## src/rtl/geri_yaz_asamasi_pkg.sv

```systemverilog
// ============================================================================
// geri_yaz_paket: shared state encodings and helpers for the writeback stage.
// Revision: 1.0
// ============================================================================
`default_nettype none

package geri_yaz_paket;

    localparam int YAZMAC_ADRES_BIT = 5;

    localparam logic [1:0] GY_BOSTA        = 2'd0;
    localparam logic [1:0] GY_BELLEK_BEKLE = 2'd1;
    localparam logic [1:0] GY_GC_BEKLE     = 2'd2;

    typedef enum logic [1:0] {
        BOSTA        = GY_BOSTA,
        BELLEK_BEKLE = GY_BELLEK_BEKLE,
        GC_BEKLE     = GY_GC_BEKLE
    } gy_durum_t;

    // Register x0 is hard-wired, so a write to it is dropped.
    function automatic logic yazma_izni(input logic                        yaz,
                                        input logic [YAZMAC_ADRES_BIT-1:0] adres);
        return yaz && (adres != '0);
    endfunction

endpackage

`default_nettype wire

```

## src/rtl/geri_yaz_asamasi_zaman_asimi_sayaci.sv

```systemverilog
// ============================================================================
// zaman_asimi_sayaci: wait-cycle counter with clear, enable and terminal flag.
// Revision: 1.0
// ============================================================================
`default_nettype none

module zaman_asimi_sayaci #(
    parameter int ZAMAN_ASIMI = 1024
) (
    input  logic clk_i,
    input  logic rst_i,
    input  logic temizle_i,
    input  logic sayac_en_i,
    output logic son_o
);

    localparam int                   SAYAC_BIT = $clog2(ZAMAN_ASIMI);
    localparam logic [SAYAC_BIT-1:0] SON_DEGER = SAYAC_BIT'(ZAMAN_ASIMI - 1);

    logic [SAYAC_BIT-1:0] sayac_q;
    logic [SAYAC_BIT-1:0] sayac_d;

    always_comb begin
        sayac_d = sayac_q;
        if (temizle_i) begin
            sayac_d = '0;
        end else if (sayac_en_i) begin
            sayac_d = sayac_q + SAYAC_BIT'(1);
        end
    end

    always_ff @(posedge clk_i or negedge rst_i) begin
        if (!rst_i) begin
            sayac_q <= '0;
        end else begin
            sayac_q <= sayac_d;
        end
    end

    assign son_o = (sayac_q == SON_DEGER);

endmodule

`default_nettype wire

```

## src/rtl/geri_yaz_asamasi.sv

```systemverilog
// ============================================================================
// geri_yaz_asamasi: writeback stage with load wait, stall and load timeout.
// Optional retired-instruction counter enabled by GERI_YAZ_SAYAC_EN.
// Revision: 1.0
// ============================================================================
`default_nettype none

module geri_yaz_asamasi
    import geri_yaz_paket::*;
#(
    parameter int VERI_BIT    = 32,
    parameter int ZAMAN_ASIMI = 1024
) (
    input  logic                        clk_i,
    input  logic                        rst_i,
    input  logic [VERI_BIT-1:0]         hedef_yazmac_verisi_i,
    input  logic                        yazmaca_yaz_i,
    input  logic [YAZMAC_ADRES_BIT-1:0] hedef_yazmaci_i,
    input  logic                        bellekten_oku_i,
    input  logic                        gc_aktif_i,
    input  logic                        bellek_veri_hazir_i,
    input  logic [VERI_BIT-1:0]         bellek_veri_i,
    input  logic                        gc_veri_gecerli_i,
    input  logic [VERI_BIT-1:0]         gc_okunan_veri_i,
    output logic                        yaz_o,
    output logic [YAZMAC_ADRES_BIT-1:0] yazmac_adres_o,
    output logic [VERI_BIT-1:0]         yazmac_veri_o,
    output logic                        ileri_gecerli_o,
    output logic [YAZMAC_ADRES_BIT-1:0] ileri_adres_o,
    output logic [VERI_BIT-1:0]         ileri_veri_o,
    output logic                        durdur_o,
    output logic                        hata_o
`ifdef GERI_YAZ_SAYAC_EN
    ,
    output logic [63:0]                 emekli_sayac_o
`endif
);

    gy_durum_t                   durum_q, durum_d;
    logic [YAZMAC_ADRES_BIT-1:0] bekleyen_adres_q, bekleyen_adres_d;
    logic                        bekleyen_yaz_q, bekleyen_yaz_d;
    logic                        yaz_q, yaz_d;
    logic [YAZMAC_ADRES_BIT-1:0] yazmac_adres_q, yazmac_adres_d;
    logic [VERI_BIT-1:0]         yazmac_veri_q, yazmac_veri_d;
    logic                        hata_q, hata_d;

    logic                        tamamlandi;
    logic                        sayac_temizle;
    logic                        sayac_en;
    logic                        sayac_son;
    logic                        kabul_gecerli;
    logic [VERI_BIT-1:0]         kabul_veri;
    logic                        bekle_gecerli;
    logic [VERI_BIT-1:0]         bekle_veri;

    zaman_asimi_sayaci #(
        .ZAMAN_ASIMI (ZAMAN_ASIMI)
    ) u_zaman_asimi_sayaci (
        .clk_i      (clk_i),
        .rst_i      (rst_i),
        .temizle_i  (sayac_temizle),
        .sayac_en_i (sayac_en),
        .son_o      (sayac_son)
    );

    // Accept-time source is chosen by gc_aktif_i; wait-time source by state.
    assign kabul_gecerli = gc_aktif_i ? gc_veri_gecerli_i : bellek_veri_hazir_i;
    assign kabul_veri    = gc_aktif_i ? gc_okunan_veri_i  : bellek_veri_i;
    assign bekle_gecerli = (durum_q == GC_BEKLE) ? gc_veri_gecerli_i : bellek_veri_hazir_i;
    assign bekle_veri    = (durum_q == GC_BEKLE) ? gc_okunan_veri_i  : bellek_veri_i;

    always_comb begin
        durum_d          = durum_q;
        bekleyen_adres_d = bekleyen_adres_q;
        bekleyen_yaz_d   = bekleyen_yaz_q;
        yaz_d            = 1'b0;
        yazmac_adres_d   = yazmac_adres_q;
        yazmac_veri_d    = yazmac_veri_q;
        hata_d           = hata_q;
        tamamlandi       = 1'b0;
        sayac_temizle    = 1'b0;
        sayac_en         = 1'b0;
        durdur_o         = 1'b0;

        case (durum_q)
            BOSTA: begin
                sayac_temizle = 1'b1;
                if (!bellekten_oku_i && yazmaca_yaz_i) begin
                    tamamlandi = 1'b1;
                    if (yazma_izni(yazmaca_yaz_i, hedef_yazmaci_i)) begin
                        yaz_d          = 1'b1;
                        yazmac_adres_d = hedef_yazmaci_i;
                        yazmac_veri_d  = hedef_yazmac_verisi_i;
                    end
                end else if (bellekten_oku_i) begin
                    if (kabul_gecerli) begin
                        tamamlandi = 1'b1;
                        if (yazma_izni(yazmaca_yaz_i, hedef_yazmaci_i)) begin
                            yaz_d          = 1'b1;
                            yazmac_adres_d = hedef_yazmaci_i;
                            yazmac_veri_d  = kabul_veri;
                        end
                    end else begin
                        bekleyen_adres_d = hedef_yazmaci_i;
                        bekleyen_yaz_d   = yazmaca_yaz_i;
                        durum_d          = gc_aktif_i ? GC_BEKLE : BELLEK_BEKLE;
                    end
                end
            end

            BELLEK_BEKLE, GC_BEKLE: begin
                if (bekle_gecerli) begin
                    // Data on the terminal-count cycle still wins over the timeout.
                    tamamlandi    = 1'b1;
                    sayac_temizle = 1'b1;
                    durum_d       = BOSTA;
                    if (yazma_izni(bekleyen_yaz_q, bekleyen_adres_q)) begin
                        yaz_d          = 1'b1;
                        yazmac_adres_d = bekleyen_adres_q;
                        yazmac_veri_d  = bekle_veri;
                    end
                end else if (sayac_son) begin
                    durdur_o      = 1'b1;
                    hata_d        = 1'b1;
                    sayac_temizle = 1'b1;
                    durum_d       = BOSTA;
                end else begin
                    durdur_o = 1'b1;
                    sayac_en = 1'b1;
                end
            end

            default: begin
                durum_d       = BOSTA;
                sayac_temizle = 1'b1;
            end
        endcase
    end

    always_ff @(posedge clk_i or negedge rst_i) begin
        if (!rst_i) begin
            durum_q          <= BOSTA;
            bekleyen_adres_q <= '0;
            bekleyen_yaz_q   <= 1'b0;
            yaz_q            <= 1'b0;
            yazmac_adres_q   <= '0;
            yazmac_veri_q    <= '0;
            hata_q           <= 1'b0;
        end else begin
            durum_q          <= durum_d;
            bekleyen_adres_q <= bekleyen_adres_d;
            bekleyen_yaz_q   <= bekleyen_yaz_d;
            yaz_q            <= yaz_d;
            yazmac_adres_q   <= yazmac_adres_d;
            yazmac_veri_q    <= yazmac_veri_d;
            hata_q           <= hata_d;
        end
    end

`ifdef GERI_YAZ_SAYAC_EN
    logic [63:0] emekli_q, emekli_d;

    always_comb begin
        emekli_d = emekli_q;
        if (tamamlandi) begin
            emekli_d = emekli_q + 64'd1;
        end
    end

    always_ff @(posedge clk_i or negedge rst_i) begin
        if (!rst_i) begin
            emekli_q <= '0;
        end else begin
            emekli_q <= emekli_d;
        end
    end

    assign emekli_sayac_o = emekli_q;
`else
    logic tamamlandi_kullanilmaz;
    assign tamamlandi_kullanilmaz = tamamlandi;
`endif

    assign yaz_o           = yaz_q;
    assign yazmac_adres_o  = yazmac_adres_q;
    assign yazmac_veri_o   = yazmac_veri_q;
    assign ileri_gecerli_o = yaz_q;
    assign ileri_adres_o   = yazmac_adres_q;
    assign ileri_veri_o    = yazmac_veri_q;
    assign hata_o          = hata_q;

endmodule

`default_nettype wire

```

## config.mk

```make
export PLATFORM = sky130hd
export DESIGN_NAME = geri_yaz_asamasi
export DESIGN_NICKNAME = d
export VERILOG_FILES = /design/src/rtl/geri_yaz_asamasi_pkg.sv /design/src/rtl/geri_yaz_asamasi_zaman_asimi_sayaci.sv /design/src/rtl/geri_yaz_asamasi.sv
export SDC_FILE = /design/constraint.sdc
export NUM_CORES = 1
export LEC_CHECK = 0
export ABC_CLOCK_PERIOD_IN_PS = 3520
export BUFFER_PORTS_ARGS = -buffer_cell sky130_fd_sc_hd__buf_4
export CAP_MARGIN = 20
export CORE_UTILIZATION = 45
export CTS_CLUSTER_DIAMETER = 40
export DETAILED_ROUTE_END_ITERATION = 10
export HOLD_SLACK_MARGIN = 0.15
export PLACE_DENSITY = 0.76
export SYNTH_ARGS = -nofsm -noshare
export SYNTH_HDL_FRONTEND = slang
export SYNTH_SLANG_ARGS = --single-unit
```

## constraint.sdc

```tcl
create_clock -name clk_i -period 3.52 [get_ports clk_i]
set_clock_uncertainty 0.2 [all_clocks]
set_input_delay 0.352 -clock clk_i [delete_from_list [all_inputs] [get_ports clk_i]]
set_output_delay 0.352 -clock clk_i [all_outputs]
set_load 0.01 [all_outputs]
```

Word-level counts from Yosys, hierarchy flattened
Cells that the tools add are included.

operators by class
  $add $sub $neg = 1
  multiply operators = 0
  div/mod/pow operators = 0
  order comparisons = 0
  equality and inequality tests = 12
  shift operators = 0
  mux-type cells = 43
  bitwise logic cells = 3
  reduce and logical (&&, ||, !) cells = 15

operators with widths
  kind                                                                   count
  32-bit two-way mux                                                     9
  32-bit one-hot mux with 2 select lines                                 1
  5-bit two-way mux                                                      6
  10-bit two-way mux                                                     2
  1-bit two-way mux                                                      16
  2-bit two-way mux                                                      6
  2-bit != test, second input constant                                   6
  10-bit by 1-bit adder with 10-bit output, second input constant        1
  10-bit equality test, second input constant                            1
  5-bit one-hot mux with 2 select lines                                  1
  5-bit nonzero test                                                     2
  3-bit != test, second input constant                                   3
  4-bit AND reduction                                                    2
  6-bit AND reduction                                                    1
  5-bit AND reduction                                                    1
  2-bit one-hot mux with 2 select lines                                  1
  2-bit nonzero test                                                     2
  1-bit logical AND                                                      3
  1-bit inverter                                                         3
  3-bit AND reduction                                                    1
  2-bit by 1-bit equality test with 1-bit output, second input constant  1
  2-bit equality test, second input constant                             1
  2-bit zero test                                                        1
  1-bit one-hot mux with 2 select lines                                  1
  2 further kinds                                                        2

storage, ports and cells
  bits in registers = 57
  latch bits = 0
  bits in writable memories = 0
  ROM bits = 0
  input bits = 108
  output and inout port bits = 78
  word-level logic and storage cells = 82
  memories kept = 0

Depth between registers and ports, before layout
Gate-level depths: netlist of the first run.

  word-level depth = 7
  gate-level depth with buffers = 8
  gate-level depth less buffers = 6

Modules after synthesis
A second synthesis of the first run with hierarchy kept.

second synthesis, totals
  cells, all modules = 400
  area total of the unflattened synthesis = 4312.9 µm²

by module, submodules not included
  module              times used  cells an instance  area each (µm²)  seq. area each (µm²)
  geri_yaz_asamasi    1           351                3818.7           1176.1
  zaman_asimi_sayaci  1           49                 494.2            250.2

Worst setup path after synthesis of the first run
No wires, ideal clock.

  path type = register to register
  start point = reg durum_q[0]
  end point = reg yazmac_veri_q[0] (netlist: ileri_veri_o[0])
  setup time = 0.125 ns
  arrival time = 2.193 ns
  data required time = 3.195 ns
  setup slack = 1.002 ns
  cell stages (with the launch flop) = 9
  buffers on the path = 2
  clock period less this slack = 2.518 ns
  path through = dfrtp_1 > inv_1 > ha_1 > buf_4 > mux2i_1 > a211o_1 > a2111oi_4 > buf_6 > mux2_4

between the ends
  longest elaborated chain between the ends = 5
  elaborated cells on any way between the ends = 16
  those cells by class = eq/ne (7); mux (5); reduce/logical (4)

RTL lines
  element                                 line                                                                    source
  start, declared                         geri_yaz_asamasi.sv:39                                                  gy_durum_t durum_q, durum_d;
  start signal, assigned                  geri_yaz_asamasi.sv:150                                                 durum_q <= durum_d;
  2-bit equality test                     geri_yaz_asamasi.sv:69, geri_yaz_asamasi.sv:70, geri_yaz_asamasi.sv:85
  32-bit two-way mux                      geri_yaz_asamasi.sv:70                                                  assign bekle_veri = (durum_q == GC_BEKLE) ? gc_okunan_veri_i : bellek_veri_i;
  32-bit two-way mux                      geri_yaz_asamasi.sv:117                                                 if (yazma_izni(bekleyen_yaz_q, bekleyen_adres_q)) begin
  32-bit two-way mux                      geri_yaz_asamasi.sv:112                                                 if (bekle_gecerli) begin
  32-bit one-hot mux with 2 select lines  geri_yaz_asamasi.sv:85                                                  case (durum_q)
  end signal, assigned                    geri_yaz_asamasi.sv:155                                                 yazmac_veri_q <= yazmac_veri_d;
  end, declared                           geri_yaz_asamasi.sv:44                                                  logic [VERI_BIT-1:0] yazmac_veri_q, yazmac_veri_d;

Several ways; a longest one is shown, not always the timed one. The select of a mux whose other input is x is not followed.
A chain may end at the register's enable or synchronous reset.

Final worst setup path of the first run
  start point = reg durum_q[0]
  end point = reg yazmac_veri_q[21] (netlist: ileri_veri_o[21])

The elaborated chain is that of the path after synthesis.

==> flow_summary.rst, run 1 <==
.. list-table::
   :header-rows: 1

   * - Metric
     - Value
   * - RSZ-0062 raised after global routing
     - no
   * - Core region area
     - 9240 um^2
   * - Syn-to-layout area delta
     - 34.2%
   * - Count of antenna-violating nets left after detailed routing
     - 0
   * - Effective utilization at floorplan
     - 46.3%
   * - Hold-fix buffer count after cts
     - 7
   * - Gate count after technology mapping
     - 393
   * - Setup fix buffers added after clock tree synthesis
     - 0
   * - Clock tree from TritonCTS
     - done
   * - Initial detailed-routing violation count
     - 74
   * - Clock latency on the worst-skew pair
     - 0.32 ns
   * - Sum of negative setup slack
     - 0 ns
   * - Delay of the slowest critical-path stage
     - 0.40 ns
   * - WL final
     - 10200 um
   * - Total vias in the final route
     - 3408
   * - Worst-margin pin slew
     - 0.912 ns
   * - Portion of total power attributed to sequential cells
     - 26.2%
   * - Total power divided by cell area
     - 799 nW/um^2
   * - CP Data Arrival Time
     - 2.83 ns
   * - Sink count of the clock tree
     - 57
   * - Sum of net half-perimeters after detailed placement
     - 7510 um
   * - Hold path endpoint
     - ileri_gecerli_o
   * - Required @ worst endpoint
     - 3.52 ns
   * - Critical Path Fanout Max
     - 32
   * - Share of Yosys cell area claimed by the top area cell type
     - 33.4%
   * - Hold Vio Cnt, Final
     - 0
   * - Final layout net count
     - 653
   * - Most used DFF post-synth
     - sky130_fd_sc_hd__dfrtp_1
   * - Longest Clk Path Bufs
     - 2
   * - GPL Wtd Cong
     - 0.832
   * - Internal Dissipation
     - 0.00291 W
   * - Detailed-route vias per instance
     - 5.05
   * - Number of warnings issued by yosys
     - 0
   * - Cell occurring most often along the worst timing path
     - sky130_fd_sc_hd__buf_4
   * - DIE WIDTH
     - 99.5 um
   * - Worst reg2reg setup slack
     - 0.69 ns
   * - Worst reg2reg path depth
     - 8
   * - Number of rows created at floorplan
     - 35
   * - Cell at the slowest stage of the critical path
     - sky130_fd_sc_hd__buf_4
   * - Switching part of the total
     - 36.5%
   * - Post-synthesis average cell area
     - 10.9 um^2
   * - Remaining DRCs
     - 0
   * - Synthesized Nets
     - 505
   * - IR Drop Worst-Case VDD
     - 0.000406 V
   * - Worst hold path startpoint
     - bellekten_oku_i
   * - TritonCTS Buffers
     - 9
   * - Reg2reg end
     - ileri_veri_o[21]
   * - Max-cap check violation count
     - 0
   * - Worst path setup slack after routing
     - 0.692 ns
   * - Largest cells by area after synthesis
     - sky130_fd_sc_hd__dfrtp_1 (33%), sky130_fd_sc_hd__mux2_2 (22%), sky130_fd_sc_hd__mux2_4 (11%)
   * - Path type of the worst min-delay path
     - input port to register
   * - Number of gates resized after CTS
     - 0
   * - GR Util All Layers
     - 21.0%
   * - Share of the clock period used by the worst path after layout
     - 80.4%
   * - Worst Setup End Kind
     - register
   * - Slew margin rel.
     - 39.2%
   * - Library cells used by synthesis
     - 35
   * - Status
     - finished, final reports clean
   * - First drt pass iteration count
     - 4
   * - Die Y
     - 99.5 um
   * - I/O Pins
     - 186
   * - Vias in the first global route
     - 3408
   * - Initial antenna violation count
     - 0
   * - Part of the power in combinational logic
     - 61.1%
   * - Final count of pins violating max slew
     - 0
   * - Max Fclk
     - 354 MHz
   * - Global-route wire length before repair
     - 16400 um
   * - Synthesized cell area
     - 4280 um^2
   * - IO Port Bufs
     - 185
   * - Leading post-synthesis cells by instance count
     - sky130_fd_sc_hd__mux2_2 (82), sky130_fd_sc_hd__dfrtp_1 (57), sky130_fd_sc_hd__buf_4 (40), sky130_fd_sc_hd__nand2_1 (38), sky130_fd_sc_hd__mux2i_1 (34)
   * - CTS clk-pin slew, worst paths
     - 0.06 ns
   * - Startpoint class of the critical path
     - register
   * - Leakage power figure
     - 2.80 nW
   * - Final count of negative-setup-slack endpoints
     - 0
   * - Ordered list of cells on the worst path
     - inv_1 -> ha_2 -> buf_4 -> nand2_1 -> a211o_1 -> a2111oi_4 -> buf_4 -> mux2_4
   * - Placement Setup Slack
     - 0.686 ns
   * - Worst hold margin
     - 0.229 ns
   * - Htree depth
     - 3
   * - Remaining Overflow, GRT
     - 0
   * - Die Area
     - 9890 um^2
   * - Number of flops mapped to enable cells by yosys
     - 0
   * - Sequential area share after synthesis
     - 33.4%
   * - Async SR Flop Fraction
     - 100%
   * - Number of antenna repair diodes
     - 0
   * - Post-synthesis cell type with the largest combined area
     - sky130_fd_sc_hd__dfrtp_1
   * - Worst hold stages
     - 4
   * - Root buf cell
     - sky130_fd_sc_hd__clkbuf_8
   * - Crit path time final
     - 2.83 ns
   * - Most common cell in the synthesized netlist
     - sky130_fd_sc_hd__mux2_2
   * - Clock power frac
     - 12.7%
   * - Sw Pwr
     - 0.00167 W
   * - Flip-flop and latch count after synthesis
     - 57
   * - Ratio of cells with drive above 1 in the final layout
     - 59.2%
   * - RR Startpoint
     - durum_q[0]
   * - Post-DR wirelength/cell
     - 15.1 um
   * - Worst Path Class, Setup
     - register to register
   * - Maximum number of pins on one net before global-route repair
     - 58
==> through the flow <==
step | power (W) | instances | util (%) | instance area (um^2)
after global routing | 0.00491 | 675 | 62.1 | 5740
final | 0.00458 | 675 | 62.1 | 5740
after CTS | 0.00464 | 675 | 62.1 | 5740
after global placement | 0.00395 | 652 | 59.3 | 5480
after floorplan | 0.00326 | 393 | - | 4280
after detailed placement | 0.00402 | 652 | 59.3 | 5480
==> critical path, delay by kind of cell (launching register included) <==
family,cells,cell delay [ns]
AOI/OAI and AO/OA,2,0.62
adders and majority gates,1,0.32
buffers and inverters,3,0.77
DFF,1,0.38
muxes,1,0.34
and+or+nand+nor,1,0.08
==> power by group through the flow <==
stage               sequential (W)  combinational, W  clock, W
finish                     0.00120           0.00280  0.000583
detailed placement         0.00121           0.00281         0
floorplan                  0.00125           0.00202         0
global placement           0.00120           0.00275         0
CTS                        0.00121           0.00283  0.000603
global route               0.00125           0.00303  0.000630
==> cell type report <==
class / count / area, um^2
clock buffers: 13 / 149
clock inverters: 3 / 40.0
fillers: 773 / 3500
well taps: 129 / 161
inverters: 5 / 18.8
repair buffers: 199 / 1510
flip-flops and latches: 57 / 1430
multi-input cells: 269 / 2430
==> cell families after synthesis <==
group                    after synthesis  synth area share, %
AND/OR/NAND/NOR                       68                 7.20
multiplexers                         146                 40.1
AO/OA/AOI/OAI                         43                 6.58
adder cells (fa/ha/maj)                4                 1.17
buffers and inverters                 67                 9.95
flip-flops                            57                 33.4
XOR/XNOR                               8                 1.64
==> per-layer routing <==
| metal | part of all wire, % | vias up | global-route usage (%) |
|---|---|---|---|
| li1 | - | 1651 | - |
| met1 | 41 | 1628 | 25.1 |
| met2 | 52 | 113 | 37.6 |
| met3 | 4.7 | 16 | 4.71 |
| met4 | 1.8 | 0 | 6.22 |
| met5 | 0 | - | 0 |
==> cell usage in the layout (no fill, tap or decap), types with 3 or more instances in the layout <==
| cell type | n |
|---|---|
| sky130_fd_sc_hd__and4_1 | 3 |
| sky130_fd_sc_hd__buf_4 | 192 |
| sky130_fd_sc_hd__clkbuf_1 | 3 |
| sky130_fd_sc_hd__clkbuf_8 | 10 |
| sky130_fd_sc_hd__dfrtp_1 | 57 |
| sky130_fd_sc_hd__dlygate4sd3_1 | 7 |
| sky130_fd_sc_hd__inv_1 | 5 |
| sky130_fd_sc_hd__mux2_2 | 82 |
| sky130_fd_sc_hd__mux2_4 | 30 |
| sky130_fd_sc_hd__mux2i_1 | 34 |
| sky130_fd_sc_hd__nand2_1 | 38 |
| sky130_fd_sc_hd__nand3_1 | 3 |
| sky130_fd_sc_hd__nand4_1 | 4 |
| sky130_fd_sc_hd__nor2_1 | 11 |
| sky130_fd_sc_hd__nor2b_1 | 3 |
| sky130_fd_sc_hd__o21ai_0 | 33 |
| sky130_fd_sc_hd__xor2_1 | 6 |
==> registers in the layout, summed over array words and instances (netlist names) <==
name / flops
ileri_veri_o: 32
u_zaman_asimi_sayaci.sayac_q: 10
hata_o: 1
ileri_gecerli_o: 1
bekleyen_yaz_q: 1
ileri_adres_o: 5
bekleyen_adres_q: 5
durum_q: 2
==> worst max path at each step <==
stage / startpoint / to / slack (ns)
final: durum_q[0] / ileri_veri_o[21] / 0.69
after global routing: durum_q[0] / ileri_veri_o[4] / 0.51
after CTS: durum_q[0] / ileri_veri_o[25] / 0.68
after detailed placement: durum_q[1] / ileri_veri_o[19] / 0.69
after global placement: durum_q[1] / ileri_veri_o[2] / 0.76
after floorplan: durum_q[0] / ileri_veri_o[0] / 1.00
No activity file was read; power rests on OpenSTA's default activity.
==> run 2, diff against run 1 <==
- ABC_CLOCK_PERIOD_IN_PS: 3520 -> 2850
- clock period: 3.52 -> 2.85 ns (I/O delays scaled with it)
==> run 2 against run 1 <==
Worst setup slack lost 0.43 ns. Count of clock-buffer cells in the layout shrank 4. Via count grew 0.85%. Clock power grew 50%. Core utilization grew 0.66 points. Total power grew 27%. Register-to-register slack lost 0.41 ns. Routed wire length grew 2.4%. Final area grew 1.1%. Final cell count shrank 0.15%. Sequential power grew 23%. Sequential share of layout area shrank 0.26 points. Critical endpoint is now durdur_o.
==> flow_summary.rst, run 2 (synthesis results as in run 1) <==
.. list-table::
   :header-rows: 1

   * - Metric
     - Value
   * - Status
     - finished, final reports clean
   * - Initial antenna violation count
     - 0 (unchanged)
   * - Cell at the slowest stage of the critical path
     - sky130_fd_sc_hd__dfrtp_1
   * - Ratio of cells with drive above 1 in the final layout
     - 59.4% (+0.29 points)
   * - Hold Vio Cnt, Final
     - 0 (unchanged)
   * - Initial detailed-routing violation count
     - 38 (-49%)
   * - Startpoint class of the critical path
     - register
   * - Worst Path Class, Setup
     - register to output pin
   * - Worst Setup End Kind
     - output pin
   * - Vias in the first global route
     - 3450 (+1.2%)
   * - Final layout net count
     - 652 (-0.15%)
   * - Slew margin rel.
     - 52.6% (+13 points)
   * - Critical path's top delay family
     - buffers and inverters
   * - GR Util All Layers
     - 21.1% (+0.16 points)
   * - Leakage power figure
     - 2.82 nW (+0.62%)
   * - Setup fix buffers added after clock tree synthesis
     - 0 (unchanged)
   * - Effective utilization at floorplan
     - 46.3% (unchanged)
   * - Ordered list of cells on the worst path
     - inv_1 -> ha_2 -> buf_6 -> nand2_1 -> inv_1 -> buf_4
   * - Root buf cell
     - sky130_fd_sc_hd__clkbuf_8
   * - Worst-margin pin slew
     - 0.711 ns (-0.200 ns)
   * - Syn-to-layout area delta
     - 35.6%
   * - Critical Path Fanout Max
     - 71 (+120%)
   * - Longest Clk Path Bufs
     - 2 (unchanged)
   * - IO Port Bufs
     - 185 (unchanged)
   * - Final count of pins violating max slew
     - 0 (unchanged)
   * - Cell occurring most often along the worst timing path
     - sky130_fd_sc_hd__inv_1
   * - Final count of negative-setup-slack endpoints
     - 0 (unchanged)
   * - Remaining DRCs
     - 0 (unchanged)
   * - CP Data Arrival Time
     - 2.10 ns (-0.73 ns)
   * - IR Drop Worst-Case VDD
     - 0.000592 V (+46%)
   * - Die Area
     - 9890 um^2 (unchanged)
   * - Most common cell after layout, fill and taps aside
     - sky130_fd_sc_hd__buf_4
   * - Number of antenna repair diodes
     - 0 (unchanged)
   * - Htree depth
     - 3 (unchanged)
   * - Final core utilization
     - 62.8% (+0.66 points)
   * - Total power divided by cell area
     - 1000 nW/um^2 (+26%)
   * - Bufs and invs on worst path
     - 4 (+1)
   * - Detailed-route vias per instance
     - 5.10 (+1.0%)
   * - First drt pass iteration count
     - 4 (unchanged)
   * - Maximum number of pins on one net before global-route repair
     - 72 (+24%)
   * - Crit path time final
     - 2.59 ns
   * - CTS clk-pin slew, worst paths
     - 0.08 ns (+0.02 ns)
   * - Count of antenna-violating nets left after detailed routing
     - 0 (unchanged)
   * - Number of rows created at floorplan
     - 35 (unchanged)
   * - Max Fclk
     - 386 MHz
   * - DIE WIDTH
     - 99.5 um (unchanged)
   * - Global-route wire length before repair
     - 16600 um (+1.0%)
   * - Clock latency on the worst-skew pair
     - 0.33 ns (about the same)
   * - Post-DR wirelength/cell
     - 15.5 um (+2.5%)
   * - Clock tree from TritonCTS
     - done
   * - Total vias in the final route
     - 3437 (+0.85%)
   * - Required @ worst endpoint
     - 2.37 ns (-1.15 ns)
   * - Die Y
     - 99.5 um (unchanged)
   * - Most frequent cells in the layout
     - sky130_fd_sc_hd__buf_4 (187), sky130_fd_sc_hd__mux2_2 (82), sky130_fd_sc_hd__dfrtp_1 (57), sky130_fd_sc_hd__nand2_1 (38), sky130_fd_sc_hd__mux2i_1 (34)
   * - RSZ-0062 raised after global routing
     - no
   * - GPL Wtd Cong
     - 0.761 (-8.5%)
   * - Share of the clock period used by the worst path after layout
     - 90.8%
   * - TritonCTS Buffers
     - 9 (unchanged)
   * - Max-cap check violation count
     - 0 (unchanged)
   * - WL final
     - 10400 um (+2.4%)
   * - Sink count of the clock tree
     - 57 (unchanged)
   * - Placed Cells incl. Taps
     - 650 (-0.31%)
   * - Sum of net half-perimeters after detailed placement
     - 7240 um (-3.6%)
   * - Final std cells w/o fill
     - 674 (-0.15%)
   * - Sum of negative setup slack
     - 0 ns (unchanged)
   * - Path type of the worst min-delay path
     - input port to register
   * - I/O Pins
     - 186 (unchanged)
   * - Core region area
     - 9240 um^2 (unchanged)
   * - Fill count
     - 768 (-0.65%)
   * - Remaining Overflow, GRT
     - 0 (unchanged)
   * - Delay of the slowest critical-path stage
     - 0.41 ns (about the same)
   * - Number of flip-flops under the largest register name
     - 32 (unchanged)
   * - Tot Pwr
     - 0.00582 W (+27%)
run 2: cell types whose count changed in the layout (fill, tap and decap cells not counted):
cell / previous run / this run
sky130_fd_sc_hd__dlygate4sd3_1: 7 / 8
sky130_fd_sc_hd__clkinv_4: 0 / 2
sky130_fd_sc_hd__clkbuf_1: 3 / 0
sky130_fd_sc_hd__clkinvlp_4: 0 / 1
sky130_fd_sc_hd__buf_4: 192 / 187
sky130_fd_sc_hd__buf_6: 0 / 1
sky130_fd_sc_hd__inv_6: 0 / 2
sky130_fd_sc_hd__clkbuf_8: 10 / 9
sky130_fd_sc_hd__buf_12: 0 / 2
sky130_fd_sc_hd__bufinv_16: 1 / 2
sky130_fd_sc_hd__clkinv_2: 2 / 0
run 2: layout make-up:
type | count | area, um^2 | area share (%)
clock buffer | 9 | 124 | 2.14
clock inverter | 7 | 103 | 1.77
inverter | 5 | 18.8 | 0.324
multi-input combinational | 269 | 2430 | 41.9
sequential | 57 | 1430 | 24.6
tap | 129 | 161 | 2.78
timing repair buffer | 198 | 1540 | 26.5
run 2: final timing paths:
check | startpoint | endpoint | slack [ns] | cells past startpoint
worst max-delay path | durum_q[1] | durdur_o | 0.26 | 6
worst min-delay path | hedef_yazmac_verisi_i[16] | ileri_veri_o[16] | 0.17 | 4
worst max register to register | durum_q[0] | ileri_veri_o[15] | 0.28 | 7
worst min register to register | hata_o | hata_o | 0.30 | 1
max in group asynchronous | rst_i | ileri_veri_o[27] | 1.64 | 2
min in group asynchronous | rst_i | u_zaman_asimi_sayaci.sayac_q[4] | 0.34 | 2
run 2: worst reg2reg max path, cell delays in order, from the launching register on:
cell                        delay, ns
sky130_fd_sc_hd__dfrtp_1         0.39
sky130_fd_sc_hd__inv_1           0.08
sky130_fd_sc_hd__ha_2            0.19
sky130_fd_sc_hd__mux2i_1         0.17
sky130_fd_sc_hd__a211o_1         0.36
sky130_fd_sc_hd__a2111oi_4       0.37
sky130_fd_sc_hd__buf_12          0.28
sky130_fd_sc_hd__mux2_2          0.41
run 2: power by group:
part           switching, W  leakage (nW)  total [W]  internal (W)
clock network      0.000371         0.110   0.000872      0.000501
registers          0.000300         0.701    0.00147       0.00117
logic               0.00146          2.01    0.00347       0.00201
run 2: routing by layer:
metal	routed length (um)	part of all wire, %	track usage, %
met2	5270	50	38.1
met4	203	1.9	7.69
met3	541	5.2	3.09
met1	4420	42	25.6
met5	0	0	0
run 2: metrics by stage:
stage | hold WS (ns) | setup WS [ns] | cell area, um^2
global route | 0.188 | 0.0837 | 5800
floorplan | -0.211 | 0.332 | 4280
CTS | 0.165 | 0.0614 | 5800
detailed placement | 0.194 | 0.306 | 5490
global placement | 0.182 | 0.382 | 5490
finish | 0.174 | 0.262 | 5800
run 2: timing repair:
action	4_1_cts	5_1_grt
hold buffers	8	0
gates resized for setup	0	1
endpoints found under the hold margin	68	0
endpoints found under the setup margin	0	1
